<file path="src/rtl/sense_rate_counter.sv">
// sense_rate_counter
//   Front end of the clock-sense path. Synchronises an external sensed clock,
//   detects its edges, runs a rate counter (primary-clock cycles since the last
//   accepted edge), latches half-period measurements when the downstream
//   filter accepts an edge, and flags a stall when the sensed clock stops.
//
// Ports
//   clk_i                  primary clock
//   rst_n_i                asynchronous active-low reset
//   enable_i               block enable (0 forces IDLE)
//   clear_i                synchronous restart of measurement (to ARMED)
//   sense_clk_i            external sensed clock, asynchronous to clk_i
//   filtered_event_i       filter accept pulse for the current sense_event_o
//   sensed_level_o         synchronised sensed-clock level
//   sense_event_o          one-cycle pulse on any sensed edge
//   current_rate_counter_o cycles since last accepted edge, minus one
//   measured_rate_o        last completed half-period measurement
//   measured_valid_o       one-cycle pulse when measured_rate_o updates
//   tracking_o             high in TRACKING
//   stalled_o              high in STALLED
//   protocol_error_o       sticky: filter accept seen without a sensed edge
//
// COUNTER_WIDTH defaults to the width used across the clock-sense path (10).
module sense_rate_counter #(
    parameter int unsigned                SYNC_STAGES   = 2,
    parameter int unsigned                COUNTER_WIDTH = 10,
    parameter logic [COUNTER_WIDTH-1:0]   STALL_LIMIT   = {{(COUNTER_WIDTH-1){1'b1}}, 1'b0}
) (
    input  logic                     clk_i,
    input  logic                     rst_n_i,
    input  logic                     enable_i,
    input  logic                     clear_i,
    input  logic                     sense_clk_i,
    input  logic                     filtered_event_i,
    output logic                     sensed_level_o,
    output logic                     sense_event_o,
    output logic [COUNTER_WIDTH-1:0] current_rate_counter_o,
    output logic [COUNTER_WIDTH-1:0] measured_rate_o,
    output logic                     measured_valid_o,
    output logic                     tracking_o,
    output logic                     stalled_o,
    output logic                     protocol_error_o
);

    typedef enum logic [1:0] {
        IDLE     = 2'd0,
        ARMED    = 2'd1,
        TRACKING = 2'd2,
        STALLED  = 2'd3
    } state_e;

    state_e                    state_q, state_d;
    logic [SYNC_STAGES-1:0]    sync_q, sync_d;     // sync_q[0] is the first stage
    logic                      prev_q, prev_d;
    logic [COUNTER_WIDTH-1:0]  counter_q, counter_d;
    logic [COUNTER_WIDTH-1:0]  measured_rate_q, measured_rate_d;
    logic                      measured_valid_q, measured_valid_d;
    logic                      protocol_error_q, protocol_error_d;

    logic                      sense_event;
    logic                      accepted;

    assign accepted = filtered_event_i && sense_event;

    // ---------------------------------------------------------------- state register
    always_ff @(posedge clk_i or negedge rst_n_i) begin
        if (!rst_n_i) begin
            state_q <= IDLE;
        end else begin
            // NOTE: non-blocking assignments in clocked blocks so every flop
            // samples pre-edge values regardless of statement order.
            state_q <= state_d;
        end
    end

    // ---------------------------------------------------------------- next state
    always_comb begin
        // NOTE: default first so no path leaves state_d unassigned (no latch).
        state_d = state_q;
        if (!enable_i) begin
            state_d = IDLE;
        end else if (clear_i) begin
            state_d = ARMED;
        end else begin
            case (state_q)
                IDLE: state_d = ARMED;
                ARMED, TRACKING: begin
                    // An accepted edge at the stall limit is still a valid
                    // measurement, so it wins over stall detection.
                    if (accepted) begin
                        state_d = TRACKING;
                    end else if (counter_q == STALL_LIMIT) begin
                        state_d = STALLED;
                    end
                end
                STALLED: begin
                    if (accepted) begin
                        state_d = TRACKING;
                    end
                end
                default: state_d = IDLE;
            endcase
        end
    end

    // ---------------------------------------------------------------- FSM outputs
    always_comb begin
        sense_event = (sync_q[SYNC_STAGES-1] ^ prev_q) && (state_q != IDLE);
        tracking_o  = (state_q == TRACKING);
        stalled_o   = (state_q == STALLED);
    end

    // ---------------------------------------------------------------- datapath next
    always_comb begin
        sync_d           = {sync_q[SYNC_STAGES-2:0], sense_clk_i};
        prev_d           = sync_q[SYNC_STAGES-1];
        measured_rate_d  = measured_rate_q;
        measured_valid_d = 1'b0;
        protocol_error_d = protocol_error_q;

        if (!enable_i || clear_i || state_q == IDLE || accepted) begin
            counter_d = '0;
        end else if (counter_q == '1) begin
            counter_d = counter_q;
        end else begin
            counter_d = counter_q + 1'b1;
        end

        // Only TRACKING knows where the interval started; the first edge out
        // of ARMED or STALLED merely restarts the count.
        if (enable_i && !clear_i && state_q == TRACKING && accepted) begin
            measured_rate_d  = counter_q;
            measured_valid_d = 1'b1;
        end

        if (clear_i) begin
            protocol_error_d = 1'b0;
        end else if (filtered_event_i && !sense_event) begin
            protocol_error_d = 1'b1;
        end
    end

    // ---------------------------------------------------------------- datapath regs
    always_ff @(posedge clk_i or negedge rst_n_i) begin
        if (!rst_n_i) begin
            sync_q           <= '0;
            prev_q           <= 1'b0;
            counter_q        <= '0;
            measured_rate_q  <= '0;
            measured_valid_q <= 1'b0;
            protocol_error_q <= 1'b0;
        end else begin
            sync_q           <= sync_d;
            prev_q           <= prev_d;
            counter_q        <= counter_d;
            measured_rate_q  <= measured_rate_d;
            measured_valid_q <= measured_valid_d;
            protocol_error_q <= protocol_error_d;
        end
    end

    assign sensed_level_o         = sync_q[SYNC_STAGES-1];
    assign sense_event_o          = sense_event;
    assign current_rate_counter_o = counter_q;
    assign measured_rate_o        = measured_rate_q;
    assign measured_valid_o       = measured_valid_q;
    assign protocol_error_o       = protocol_error_q;

endmodule

</file>
<file path="config.mk">
export PLATFORM = sky130hd
export DESIGN_NAME = sense_rate_counter
export DESIGN_NICKNAME = d
export VERILOG_FILES = /design/src/rtl/sense_rate_counter.sv
export SDC_FILE = /design/constraint.sdc
export NUM_CORES = 1
export LEC_CHECK = 0
export BUFFER_PORTS_ARGS = -buffer_cell sky130_fd_sc_hd__buf_4
export CAP_MARGIN = 30
export CORE_MARGIN = 1
export CORE_UTILIZATION = 35
export DETAILED_ROUTE_END_ITERATION = 8
export PLACE_DENSITY = 0.64
export SYNTH_ARGS = -nofsm -noshare
export SYNTH_HDL_FRONTEND = slang
export SYNTH_SLANG_ARGS = --single-unit
</file>
<file path="constraint.sdc">
create_clock -name clk_i -period 5 [get_ports clk_i]
set_input_delay 0.5 -clock clk_i [delete_from_list [all_inputs] [get_ports clk_i]]
set_output_delay 0.5 -clock clk_i [all_outputs]
set_load 0.02 [all_outputs]
</file>
==> flow_metrics.tcl <==
set metrics [dict create \
    p_leak_uw 0.000750 \
    place_ws_ns 3.21 \
    grt_pass1_vias 953 \
    cts-htree-levels 1 \
    reg2reg_depth 5 \
    placementRows 21 \
    dp_hpwl_um 1830 \
    root_buffer "clkbuf_8" \
    cp_max_fo 11 \
    cp.arrival_ns 1.96 \
    overflow 0 \
    status "finished clean" \
    drive_above_1_share_pct 35.0 \
    period_needed_ns 1.79 \
    core_um2 3470 \
    ys.flop_type "dfrtp_1" \
    synth_top_family_by_area "simple AND/OR/NAND/NOR gates" \
    antenna_found_initial 0 \
    yosys_warnings 0 \
    path_class "reg -> reg" \
    synth_area_leader_cell "dfrtp_1" \
    die_h_um 63.4 \
    maxCapViolCount 0 \
    slowest_stage "dfrtp_1" \
    initial_core_util_pct 38.1 \
    startpoint_type "flop" \
    die_w_um 63.4 \
    postCtsSetupRepairBufs 0 \
    synth.most_common_cell "dfrtp_1" \
    synth_area_um2 1320 \
    die_area_um2 4020 \
    ys_ff_latch 27 \
    rsz0062_at_grt "false" \
    cts.sinks 27 \
    crit_chain "inv_1 > ha_1 > nor3b_2 > and3_4 > mux2_2" \
    timing.fmax_mhz 557 \
    cts_repair_resize_count 0 \
    layout_setup_ws_ns 3.21 \
    syn_to_final_growth_pct 23.6 \
    vias_per_cell 5.01 \
    synthTopCellsByArea "dfrtp_1 (51%), mux2_4 (10%), ha_1 (4.7%)" \
    setup_tns_ns 0 \
    synth-edff-count 0 \
    first_iter_violations 29 \
    dr.pass1.iters 4 \
    grt_max_degree 28 \
    async_flop_share_pct 100 \
    cp.required_ns 5.16 \
    reg2reg_from "state_q[1]$_DFFE_PN0P_" \
    drv_slew 0 \
    finalSetupViolations 0 \
    ctsHoldBuffers 0 \
    yosys-top-cells-count "dfrtp_1 (27), nor2_1 (10), mux2_4 (9)" \
    synthXorXnorAreaFrac_pct 3.98 \
    worst_pin_slew_ns 0.475 \
    hold_viol 0 \
    yosysSeqAreaShare_pct 51.2 \
    startpoint "state_q[1]$_DFFE_PN0P_" \
    timing.final.crit_share_pct 35.9 \
    syn-num-nets 121 \
    antenna_cells 0 \
    hp-class "in -> async" \
    tritoncts "yes" \
    synth.distinct_cells 34 \
    ant_nets 0 \
    via_count 946 \
    num_io_pins 32 \
    place.gp.congestion 0.809 \
    muxShareOfSynthArea_pct 14.1 \
    grt_use_total_pct 14.0 \
    drt_wl_total_um 2530 \
    syn_avg_cell_area_um2 12.0 \
    clk-insertion-delay-late_ns 0.27 \
    synth_top_cell_area_share_pct 51.2 \
    layout.nets 155 \
    grt_pass1_wl_um 4400 \
    power_density_nw_per_um2 238 \
    path_clk_slew_ns 0.09 \
    cts_buffer_depth 2 \
    crit_path_end_kind "flop" \
    cts_buffers 3 \
    rrSetupSlack_ns 3.21 \
    synth_cells 110 \
    synth_compound_area_share_pct 7.87 \
    relSlewSlack_pct 68.1 \
    yosys.area_share.adder_pct 4.74 \
    r2r-end "measured_rate_o[2]$_DFFE_PN0P_" \
    post_drt_wl_per_cell_um 13.4 \
    clock_skew_ns 0.00192 \
    drc_errors 0 \
    yosys.area_share.simple_pct 14.2 \
    critPathMaxStageDelay_ns 0.38 \
    ir_drop_mv 0.0951 \
    numPortBuffers 31 \
]
[per-layer routing]
metal	global-route usage (%)	routed length, um	up-vias
met4	6.82	21	0
met2	21.1	1250	18
met1	18.7	1170	473
met5	0	0	-
li1	-	-	453
met3	3.08	85	2
[registers in the layout, indices dropped and copies added, names as in the netlist]
name / count
measured_valid_o: 1
protocol_error_o: 1
sync_q: 2
measured_rate_o: 10
prev_q: 1
current_rate_counter_o: 10
state_q: 2
[critical path: cells and delay by family (launching register included)]
family / cells / cell delay, ns
simple gates: 2 / 0.65
flops: 1 / 0.38
mux: 1 / 0.36
fa+ha+maj: 1 / 0.23
buf+inv: 1 / 0.07
[stage by stage]
stage	hold slack (ns)	total power, uW	instance area (um^2)	utilization [%]	std cells
after global placement	0.336	270	1590	45.7	185
final	0.125	389	1630	47.0	189
after global routing	0.147	408	1630	47.0	189
after floorplan	0.204	254	1320	-	110
after CTS	0.130	396	1630	47.0	189
after detailed placement	0.337	272	1590	45.7	185
[layout make-up]
type | count | area, um^2
clock buffers | 3 | 41.3
clock inverters | 1 | 5.00
fillers | 332 | 1840
inverters | 7 | 26.3
multi-input cells | 74 | 593
flip-flops and latches | 27 | 676
well taps | 46 | 57.6
repair buffers | 31 | 233
[layout by cell type, fill, tap and decap left out]
cell type	synthesis	final
a211oi_1	2	2
a21oi_1	2	2
a311oi_1	2	2
a31o_2	1	1
a41oi_1	1	1
and2_1	1	1
and3_1	2	2
and3_4	1	1
buf_4	0	31
clkbuf_8	0	3
clkinv_2	0	1
dfrtp_1	27	27
ha_1	5	5
inv_1	7	7
mux2_2	1	1
mux2_4	9	9
mux2i_1	4	4
nand2_1	6	6
nand2b_1	1	1
nand3_1	2	2
nand3_2	1	1
nand4_1	1	1
nor2_1	10	10
nor2b_1	1	1
nor3_1	3	3
nor3b_2	1	1
nor4_1	1	1
nor4_2	1	1
o2111ai_1	1	1
o21ai_0	4	4
o31ai_1	2	2
or2_1	1	1
or3_1	1	1
xnor2_1	4	4
xor2_1	2	2
[power breakdown]
group | leakage (uW) | switching (uW) | total [uW] | internal (uW)
Combinational | 0.000359 | 24.0 | 40.6 | 16.6
Clock | 0.0000255 | 66.1 | 122 | 55.8
Sequential | 0.000366 | 3.70 | 226 | 223
Total | 0.000750 | 93.9 | 389 | 295
[how the worst max path moves through the flow]
stage,slack [ns],endpoint
6_report,3.21,measured_rate_o[2]$_DFFE_PN0P_
5_1_grt,3.09,measured_rate_o[2]$_DFFE_PN0P_
4_1_cts,3.19,measured_rate_o[2]$_DFFE_PN0P_
3_5_place_dp,3.21,measured_rate_o[2]$_DFFE_PN0P_
3_3_place_gp,3.28,measured_rate_o[2]$_DFFE_PN0P_
2_1_floorplan,3.36,measured_rate_o[0]$_DFFE_PN0P_
[cells by family after synthesis]
| family | Yosys count |
|---|---|
| buffers and inverters | 9 |
| adder cells (fa/ha/maj) | 5 |
| flip-flops | 27 |
| AO/OA/AOI/OAI | 15 |
| XOR/XNOR | 6 |
| multiplexers | 14 |
| AND/OR/NAND/NOR | 34 |
Power figures use the tool's default switching activity.
